**src/rtl/prog_counter_if.sv**
```systemverilog
// Control/status bundle between the CPU timer logic and the programmable event counter.
interface prog_counter_if #(
   parameter int WIDTH      = 16,
   parameter int PRESCALE_W = 8
);
   logic                  en;
   logic                  clr;
   logic                  load;
   logic [WIDTH-1:0]      load_val;
   logic                  start;
   logic                  dir;
   logic [1:0]            mode;
   logic [WIDTH-1:0]      limit;
   logic [PRESCALE_W-1:0] prescale;
   logic [WIDTH-1:0]      out;
   logic                  tc;
   logic                  done;
   logic                  busy;

   modport master (
      output en, clr, load, load_val, start, dir, mode, limit, prescale,
      input  out, tc, done, busy
   );

   modport slave (
      input  en, clr, load, load_val, start, dir, mode, limit, prescale,
      output out, tc, done, busy
   );
endinterface

```
**src/rtl/prog_counter.sv**
```systemverilog
// Programmable event counter: prescaled up/down count with wrap, saturate and one-shot terminal behaviours.
module prog_counter #(
   parameter int WIDTH      = 16,
   parameter int PRESCALE_W = 8
) (
   input  logic          clk,
   input  logic          rst,
   prog_counter_if.slave bus
);

   typedef enum logic [1:0] {
      S_IDLE = 2'd0,
      S_RUN  = 2'd1,
      S_DONE = 2'd2
   } state_t;

   localparam logic [1:0] M_SAT     = 2'b01;
   localparam logic [1:0] M_ONESHOT = 2'b10;

   logic [WIDTH-1:0]      out_q, out_d;
   logic [PRESCALE_W-1:0] pcnt_q, pcnt_d;
   logic                  tc_q, tc_d;
   logic                  done_q, done_d;
   logic                  busy_q, busy_d;
   logic                  sat_q, sat_d;
   state_t                state_q, state_d;

   logic tick;
   logic terminal;
   logic oneshot;

   function automatic logic [WIDTH-1:0] step_val(input logic [WIDTH-1:0] v, input logic down);
      step_val = down ? (v - 1'b1) : (v + 1'b1);
   endfunction

   function automatic logic [WIDTH-1:0] reload_val(input logic [WIDTH-1:0] lim, input logic down);
      reload_val = down ? lim : '0;
   endfunction

   always_comb begin
      tick     = bus.en && (pcnt_q == bus.prescale);
      terminal = bus.dir ? (out_q == '0) : (out_q >= bus.limit);
      oneshot  = (bus.mode == M_ONESHOT);

      out_d   = out_q;
      pcnt_d  = pcnt_q;
      tc_d    = 1'b0;
      done_d  = done_q;
      busy_d  = busy_q;
      sat_d   = sat_q;
      state_d = state_q;

      if (bus.en) begin
         pcnt_d = tick ? '0 : pcnt_q + 1'b1;
      end

      if (bus.clr) begin
         out_d   = '0;
         pcnt_d  = '0;
         sat_d   = 1'b0;
         done_d  = 1'b0;
         busy_d  = 1'b0;
         state_d = S_IDLE;
      end else if (bus.load) begin
         out_d  = bus.load_val;
         pcnt_d = '0;
         sat_d  = 1'b0;
      end else if (bus.start && oneshot) begin
         // start reloads from any one-shot state, including a restart mid-run
         out_d   = reload_val(bus.limit, bus.dir);
         pcnt_d  = '0;
         busy_d  = 1'b1;
         done_d  = 1'b0;
         state_d = S_RUN;
      end else if (tick) begin
         if (oneshot) begin
            if (state_q == S_RUN) begin
               if (terminal) begin
                  tc_d    = 1'b1;
                  done_d  = 1'b1;
                  busy_d  = 1'b0;
                  state_d = S_DONE;
               end else begin
                  out_d = step_val(out_q, bus.dir);
                  sat_d = 1'b0;
               end
            end
         end else if (!terminal) begin
            out_d = step_val(out_q, bus.dir);
            sat_d = 1'b0;
         end else if (bus.mode == M_SAT) begin
            // hold at the terminal value; only the first terminal tick pulses tc
            if (!sat_q) begin
               tc_d  = 1'b1;
               sat_d = 1'b1;
            end
         end else begin
            out_d = reload_val(bus.limit, bus.dir);
            tc_d  = 1'b1;
         end
      end

      if (!oneshot) begin
         state_d = S_IDLE;
         busy_d  = 1'b0;
      end
   end

   always_ff @(posedge clk or negedge rst) begin
      if (!rst) begin
         out_q   <= '0;
         pcnt_q  <= '0;
         tc_q    <= 1'b0;
         done_q  <= 1'b0;
         busy_q  <= 1'b0;
         sat_q   <= 1'b0;
         state_q <= S_IDLE;
      end else begin
         out_q   <= out_d;
         pcnt_q  <= pcnt_d;
         tc_q    <= tc_d;
         done_q  <= done_d;
         busy_q  <= busy_d;
         sat_q   <= sat_d;
         state_q <= state_d;
      end
   end

   assign bus.out  = out_q;
   assign bus.tc   = tc_q;
   assign bus.done = done_q;
   assign bus.busy = busy_q;

endmodule

```
**src/flat_wrapper.sv**
```systemverilog
// flat-port wrapper written by rule: the top's interface ports become plain ports
module prog_counter_flat 
#(
   parameter int WIDTH      = 16,
   parameter int PRESCALE_W = 8
)
  (clk, rst, bus_en, bus_clr, bus_load, bus_load_val, bus_start, bus_dir, bus_mode, bus_limit, bus_prescale, bus_out, bus_tc, bus_done, bus_busy);
  prog_counter_if #(.WIDTH(WIDTH), .PRESCALE_W(PRESCALE_W)) bus_i ();
  input  logic clk;
  input  logic rst;
  input wire logic [$bits(bus_i.en)-1:0] bus_en;
  input wire logic [$bits(bus_i.clr)-1:0] bus_clr;
  input wire logic [$bits(bus_i.load)-1:0] bus_load;
  input wire logic [$bits(bus_i.load_val)-1:0] bus_load_val;
  input wire logic [$bits(bus_i.start)-1:0] bus_start;
  input wire logic [$bits(bus_i.dir)-1:0] bus_dir;
  input wire logic [$bits(bus_i.mode)-1:0] bus_mode;
  input wire logic [$bits(bus_i.limit)-1:0] bus_limit;
  input wire logic [$bits(bus_i.prescale)-1:0] bus_prescale;
  output wire logic [$bits(bus_i.out)-1:0] bus_out;
  output wire logic [$bits(bus_i.tc)-1:0] bus_tc;
  output wire logic [$bits(bus_i.done)-1:0] bus_done;
  output wire logic [$bits(bus_i.busy)-1:0] bus_busy;
  assign bus_i.en = bus_en;
  assign bus_i.clr = bus_clr;
  assign bus_i.load = bus_load;
  assign bus_i.load_val = bus_load_val;
  assign bus_i.start = bus_start;
  assign bus_i.dir = bus_dir;
  assign bus_i.mode = bus_mode;
  assign bus_i.limit = bus_limit;
  assign bus_i.prescale = bus_prescale;
  assign bus_out = bus_i.out;
  assign bus_tc = bus_i.tc;
  assign bus_done = bus_i.done;
  assign bus_busy = bus_i.busy;
  prog_counter #(.WIDTH(WIDTH), .PRESCALE_W(PRESCALE_W)) u_core (.clk(clk), .rst(rst), .bus(bus_i));
endmodule
```
**config.mk**
```make
export PLATFORM = sky130hd
export DESIGN_NAME = prog_counter_flat
export DESIGN_NICKNAME = d
export VERILOG_FILES = /design/src/rtl/prog_counter_if.sv /design/src/rtl/prog_counter.sv /design/src/flat_wrapper.sv
export SDC_FILE = /design/constraint.sdc
export NUM_CORES = 1
export LEC_CHECK = 0
export CORE_AREA = 2 2 82 84
export DETAILED_ROUTE_END_ITERATION = 16
export DIE_AREA = 0 0 84 86
export DONT_BUFFER_PORTS = 1
export PLACE_DENSITY = 0.6
export SLEW_MARGIN = 40
export SYNTH_ARGS = -nofsm -noshare
export SYNTH_HDL_FRONTEND = slang
export SYNTH_SLANG_ARGS = --single-unit
```
**constraint.sdc**
```tcl
create_clock -name clk -period 3.7 [get_ports clk]
set_clock_uncertainty 0.2 [all_clocks]
set_input_delay 0.555 -clock clk [delete_from_list [all_inputs] [get_ports clk]]
set_output_delay 0.555 -clock clk [all_outputs]
set_load 0.01 [all_outputs]
```
==> summary.md, run 1 <==
| Metric | Value |
|---|---|
| Place WS | `0.589 ns` |
| First-pass GRT wire length | `14800 µm` |
| Drt total wl | `8920 µm` |
| Top cell type's share of synthesized area | `a little under a quarter` |
| Count leader, synth | `ha_1` |
| Worst min-delay path class | `input port to register` |
| Post-Syn Nets | `456` |
| Via density per instance | `6.43` |
| Yosys reg bits | `29` |
| Sequential fraction of the synthesis area | `23.6%` |
| Final non-filler cell total | `approximately 450` |
| Total CTS buffers | `5` |
| R2R Setup Slk | `approximately 0.54 ns` |
| Die H | `86 µm` |
| Dominant synthesized flop cell | `dfrtp_1` |
| DRC Markers | `0` |
| Initial antenna violation count | `0` |
| Final nets | `456` |
| P per Cell Area | `378 mW/mm²` |
| Compound-Gate Fraction of Synth Area | `around 28%` |
| Crit path from | `u_core.bus.out[0]$_DFFE_PN0P_` |
| R2r startpoint | `u_core.bus.out[0]$_DFFE_PN0P_` |
| IR drop worst, VDD | `0.190 mV` |
| DR iter-0 viols | `approximately 140` |
| Clock Tree Buf Depth | `2` |
| Leakage | `1.49 nW` |
| Synth Cell Area | `0.00307 mm²` |
| Most frequent cells after synthesis | `ha_1, dfrtp_1, o21ai_0` |
| Largest family of logic cells by synthesized area | `compound AO/OA/AOI/OAI gates` |
| CTS H-tree lvls | `2` |
| FMAX | `316 MHz` |
| Area share of fa/ha/maj cells after synthesis | `13.3%` |
| Final Hold Fails | `0` |
| Status | `finished clean` |
| Dpl cells | `443` |
| Setup TNS | `0 ns` |
| Die area | `0.00722 mm²` |
| Post-Synth Simple-Gate Area | `around 23%` |
| FF-to-FF End | `u_core.bus.out[4]$_DFFE_PN0P_` |
| Die width | `84 µm` |
| Crit path capture type | `register` |
| Total global-route track usage | `25.3%` |
| Area growth syn-to-layout | `5.91%` |
| Setup WS post-layout | `0.536 ns` |
| ANT cells | `0` |
| Placer congestion estimate | `approximately 0.87` |
| Remaining Overflow, GRT | `0` |
| Vias | `just under 3000` |
| Setup CP Type | `register to register` |
| Largest net degree at the start of global routing | `36` |
| Multiplexer area fraction after synthesis | `0.733%` |
| Synth area leaders | `dfrtp_1, ha_1, xor2_1` |
| Leading area contributor after synthesis | `dfrtp_1` |
| Worst endpoint required time | `roughly 3.7 ns` |
| MaxCap Viol Count | `0` |
| Max-slew violations | `0` |
| IO Port Bufs | `0` |
| Vias in the first global route | `2903` |
| Asr flop ratio synth | `100%` |
| Yosys cell types | `56` |
| Number of flops mapped to enable cells by yosys | `0` |
| Ys Warns | `0` |
| Routed Antenna Nets | `0` |
| FF-to-FF path depth | `9` |
| Worst-path clk slew | `0.07 ns` |
| Tmin final | `3.16 ns` |
| Setup Viol. Count Final | `0` |
| PostCTS Resize Cnt | `0` |
| Per-cell routed wire length | `between 15 and 20 µm` |
| Fin crit share | `85.5%` |
| Worst Path Arrival | `3.14 ns` |
| FP Rows | `29` |
| Power after layout | `around 1.2 mW` |
| DR pass1 iterations | `4` |
| Xor and xnor area share after synthesis | `6.85%` |
| Syn_area_per_cell | `8.19 µm²` |
| Layout cells sized above 1 | `slightly below 8%` |
| Initial core utilization | `48.9%` |
| Startpoint types | `register` |
| Cells after Synth | `375` |
| CP endpoint | `u_core.bus.out[4]$_DFFE_PN0P_` |
| TritonCTS sink count | `29` |
| Max Fanout on Critical Path | `7` |
| Core Area | `0.00628 mm²` |
| Max_slew headroom | `between 50% and 60%` |
| # IOs | `a little under 70` |
| Slew @ Worst Pin | `0.661 ns` |
| DP HPWL | `6720 µm` |
| Root buffer cell | `clkbuf_8` |
| RSZ-0062 raised after global routing | `false` |
| Clk Latency, worst-skew pair | `0.29 ns` |
| CTS tree | `done` |
-- state kept, by name (all words and copies together) (netlist names) --
name,flops
u_core.sat_q,1
u_core.bus.out,16
u_core.bus.tc,1
u_core.bus.done,1
u_core.pcnt_q,8
u_core.bus.busy,1
u_core.state_q,1
-- layout by cell type (no fill, tap or decap), types with 8 or more instances in the layout --
master,instances
a21oi_1,22
nand2_1,24
xor2_1,19
o21ai_0,28
nand3_1,13
o41ai_1,11
inv_1,20
nor2b_1,16
dfrtp_1,29
nor3_1,9
nand2b_1,8
nor2_1,24
a211oi_1,11
ha_1,31
-- per-stage QoR --
step | utilization [%] | instance area (µm²) | hold slack, ns
global route | 51.8 | 3250 | 0.148
CTS | 51.8 | 3250 | 0.150
global placement | 50.0 | 3140 | 0.0602
finish | 51.8 | 3250 | 0.157
detailed placement | 50.0 | 3140 | 0.0604
floorplan | - | 3070 | 0.0594
-- worst max-delay path: stages (launching register included) --
cell	delay (ns)
dfrtp_1	0.55
inv_1	0.11
ha_1	0.29
nand2b_1	0.14
a211oi_1	0.23
o21bai_1	0.18
a21o_1	0.22
o211a_1	0.34
nor2_1	0.40
mux2_2	0.40
-- report_power, final --
| part | internal (mW) | total, mW | switching (mW) |
|---|---|---|---|
| Combinational | 0.234 | 0.540 | 0.307 |
| Sequential | 0.348 | 0.424 | 0.0759 |
| Clock | 0.130 | 0.264 | 0.134 |
-- layout make-up --
cell class	instances	area, µm²
clock inverter	2	10.0
fill	623	3030
inverter	20	75.1
sequential	29	726
timing repair buffer	7	67.6
clock buffer	6	72.6
tap	77	96.3
multi-input combinational	312	2200
-- worst min path at each step --
stage	startpoint	to	slack, ns	depth (start not counted)
final	bus_clr	u_core.bus.out[3]$_DFFE_PN0P_	0.16	1
after floorplan	rst	u_core.bus.busy$_DFFE_PN0P_	0.06	0
after CTS	bus_clr	u_core.bus.out[3]$_DFFE_PN0P_	0.15	1
after global placement	rst	u_core.state_q[1]$_DFFE_PN0P_	0.06	0
after detailed placement	rst	u_core.state_q[1]$_DFFE_PN0P_	0.06	0
after global routing	bus_clr	u_core.bus.out[3]$_DFFE_PN0P_	0.15	1
-- per-layer routing --
metal / wire length, µm / part of all wire [%] / track usage [%]
met1: 3830 / 43 / 31.9
met2: 4190 / 47 / 43.6
met3: 742 / 8.3 / 5.97
met4: 155 / 1.7 / 6.74
met5: 0 / 0 / 0
-- logic make-up (layout without fill, tap and decap cells) --
| kind of cell | count (synthesis) | count (layout) |
|---|---|---|
| flops | 29 | 29 |
| buf+inv | 34 | 35 |
| simple gates | 130 | 130 |
| compound gates | 124 | 124 |
| fa+ha+maj | 32 | 32 |
| xor+xnor | 24 | 24 |
| mux | 2 | 2 |
-- repair_timing --
action                                 CTS  global route
hold buffers                             2             0
endpoints found under the hold margin   29             0
setup endpoints to repair                0             0
buffers inserted                         0             0
Power figures use the tool's default switching activity.
==> run 2, diff against run 1 <==
Settings changed: BUFFER_PORTS_ARGS set to -buffer_cell sky130_fd_sc_hd__buf_2, DONT_BUFFER_PORTS 1 to not set, PLACE_DENSITY 0.6 to 0.7.
==> run 2 against run 1 <==
Largest cell class unchanged. Critical endpoint is now u_core.bus.out[2]$_DFFE_PN0P_. Wire length increased by 1.5%. Total power grew 5.8%. Setup slack worse by 0.013 ns. Die area did not move. Largest power group unchanged. Cell area up 9.7%. Register-to-register slack about the same. Via count grew 9.8%. Final cell count is 14% higher. Non-clock buffer count grew 66. Worst hold slack lost 0.037 ns. Critical path depth unchanged. Sequential share of layout area down 2.0 points.
==> summary.md, run 2 (synthesized netlist as in run 1, its figures left out) <==
| Metric | Value |
|---|---|
| Power after layout | `1.30 mW` |
| DRC Markers | `0` |
| Max reg flops | `16` |
| Total CTS buffers | `5` |
| Vias | `3199` |
| Slowest stage delay, CP | `0.52 ns` |
| Startpoint types | `register` |
| Slew @ Worst Pin | `0.764 ns` |
| R2R Setup Slk | `0.52 ns` |
| Max Fanout on Critical Path | `11` |
| Area growth syn-to-layout | `16.1%` |
| Layout cells sized above 1 | `a little over a fifth` |
| Pint | `0.761 mW` |
| Status | `finished clean` |
| DR pass1 iterations | `5` |
| Setup CP Type | `register to register` |
| Total global-route track usage | `26.1%` |
| PostCTS Resize Cnt | `0` |
| Largest net degree at the start of global routing | `30` |
| FF-to-FF End | `u_core.bus.out[2]$_DFFE_PN0P_` |
| Crit path capture type | `register` |
| CTS tree | `done` |
| Clk Latency, worst-skew pair | `0.29 ns` |
| FP Rows | `29` |
| Fin crit share | `85.9%` |
| Max-slew violations | `0` |
| Seq pwr share | `31.3%` |
| Remaining Overflow, GRT | `0` |
| Critical path's top delay family | `compound AO/OA/AOI/OAI gates` |
| Die width | `84 µm` |
| Buffers plus inverters on the worst setup path | `1` |
| Routed Antenna Nets | `0` |
| First-pass GRT wire length | `15200 µm` |
| Setup bufs post-CTS | `0` |
| DR iter-0 viols | `193` |
| Worst endpoint required time | `3.66 ns` |
| Worst min-delay path class | `input port to async pin` |
| Power share of the clock group | `21.3%` |
| Worst-path clk slew | `0.07 ns` |
| RSZ-0062 raised after global routing | `false` |
| Per-cell routed wire length | `17.5 µm` |
| FF-to-FF path depth | `9` |
| MaxCap Viol Count | `0` |
| Leakage | `between 1.5 and 2 nW` |
| Initial antenna violation count | `0` |
| FMAX | `315 MHz` |
| Combinational Power Share | `47.4%` |
| ANT cells | `0` |
| Root buffer cell | `clkbuf_8` |
| Vias in the first global route | `3135` |
| Die area | `0.00722 mm²` |
| DP HPWL | `6690 µm` |
| Commonest non-fill, non-tap cell in the layout | `buf_2` |
| P per Cell Area | `364 mW/mm²` |
| TritonCTS sink count | `29` |
| # IOs | `68` |
| Tmin final | `about 3.2 ns` |
| Setup TNS | `0 ns` |
| Clock Tree Buf Depth | `2` |
| Sw Ratio | `41.4%` |
| CTS H-tree lvls | `2` |
| Most frequent cells in the layout | `buf_2, ha_1, dfrtp_1` |
| Via density per instance | `6.18` |
| Cell breakdown of the critical path | `inv_1 -> ha_1 -> nand2b_1 -> a211oi_1 -> o21bai_1 -> a21o_1 -> o211ai_1 -> nand2_1 -> o41ai_1` |
| Drt total wl | `between 9000 and 10000 µm` |
| Slowest CP cell | `o41ai_1` |
| Core Area | `0.00628 mm²` |
| Die H | `86 µm` |
| Final Hold Fails | `0` |
| Final nets | `roughly 520` |
| Initial core utilization | `between 40% and 50%` |
| R2r startpoint | `u_core.bus.out[0]$_DFFE_PN0P_` |
| IR drop worst, VDD | `between 0.2 and 0.25 mV` |
| Post-CTS Hold Buffers | `0` |
| Worst Path Arrival | `3.14 ns` |
| Setup Viol. Count Final | `0` |
| IO Port Bufs | `67` |
| Placer congestion estimate | `0.927` |
| Net Switching | `approximately 0.54 mW` |
| Max_slew headroom | `48.9%` |
==> run 2: cell count changes in the layout (fill, tap and decap cells not counted), sizes merged <==
| cell | previous run | this run |
|---|---|---|
| buf | 6 | 73 |
| clkbuf | 6 | 7 |
| clkinv | 2 | 0 |
| dlygate4sd3 | 1 | 0 |
==> run 2: worst max-delay path by stage <==
stage                                        from                        endpoint  slack (ns)  depth (start not counted)
floorplan                                 bus_dir  u_core.bus.out[15]$_DFFE_PN0P_        0.99                          8
global placement                          bus_dir  u_core.bus.out[15]$_DFFE_PN0P_        0.46                          9
detailed placement                        bus_dir  u_core.bus.out[15]$_DFFE_PN0P_        0.40                          9
CTS                 u_core.bus.out[0]$_DFFE_PN0P_   u_core.bus.out[2]$_DFFE_PN0P_        0.50                          9
global route        u_core.bus.out[0]$_DFFE_PN0P_   u_core.bus.out[2]$_DFFE_PN0P_        0.29                          9
finish              u_core.bus.out[0]$_DFFE_PN0P_   u_core.bus.out[2]$_DFFE_PN0P_        0.52                          9
==> run 2: power groups by stage <==
stage	Clock [mW]	Sequential (mW)	Combinational (mW)
after global routing	0.295	0.413	0.690
final	0.277	0.406	0.616
after detailed placement	0	0.411	0.605
after CTS	0.283	0.406	0.609
after global placement	0	0.410	0.596
after floorplan	0	0.408	0.418
==> run 2: metal layers <==
| metal | global-route usage (%) | part of all wire (%) |
|---|---|---|
| met5 | 0 | 0 |
| met4 | 9.53 | 2.8 |
| met3 | 3.95 | 7.2 |
| met2 | 43.4 | 46 |
| met1 | 34.5 | 44 |
==> run 2: per-stage QoR <==
stage | area (µm²) | hold WS [ns] | utilization [%] | cells | setup slack, ns
2_1_floorplan | 3070 | 0.0594 | - | 375 | 0.991
3_5_place_dp | 3480 | 0.283 | 55.4 | 511 | 0.400
5_1_grt | 3570 | 0.177 | 56.8 | 518 | 0.292
4_1_cts | 3570 | 0.136 | 56.8 | 518 | 0.504
6_report | 3570 | 0.120 | 56.8 | 518 | 0.523
3_3_place_gp | 3480 | 0.280 | 55.4 | 511 | 0.458
==> run 2: final cells by class <==
cell class | count | area [µm²]
clock buffers | 7 | 86.3
fillers | 623 | 2710
inverters | 20 | 75.1
multi-input cells | 312 | 2200
flip-flops and latches | 29 | 726
well taps | 77 | 96.3
repair buffers | 73 | 380
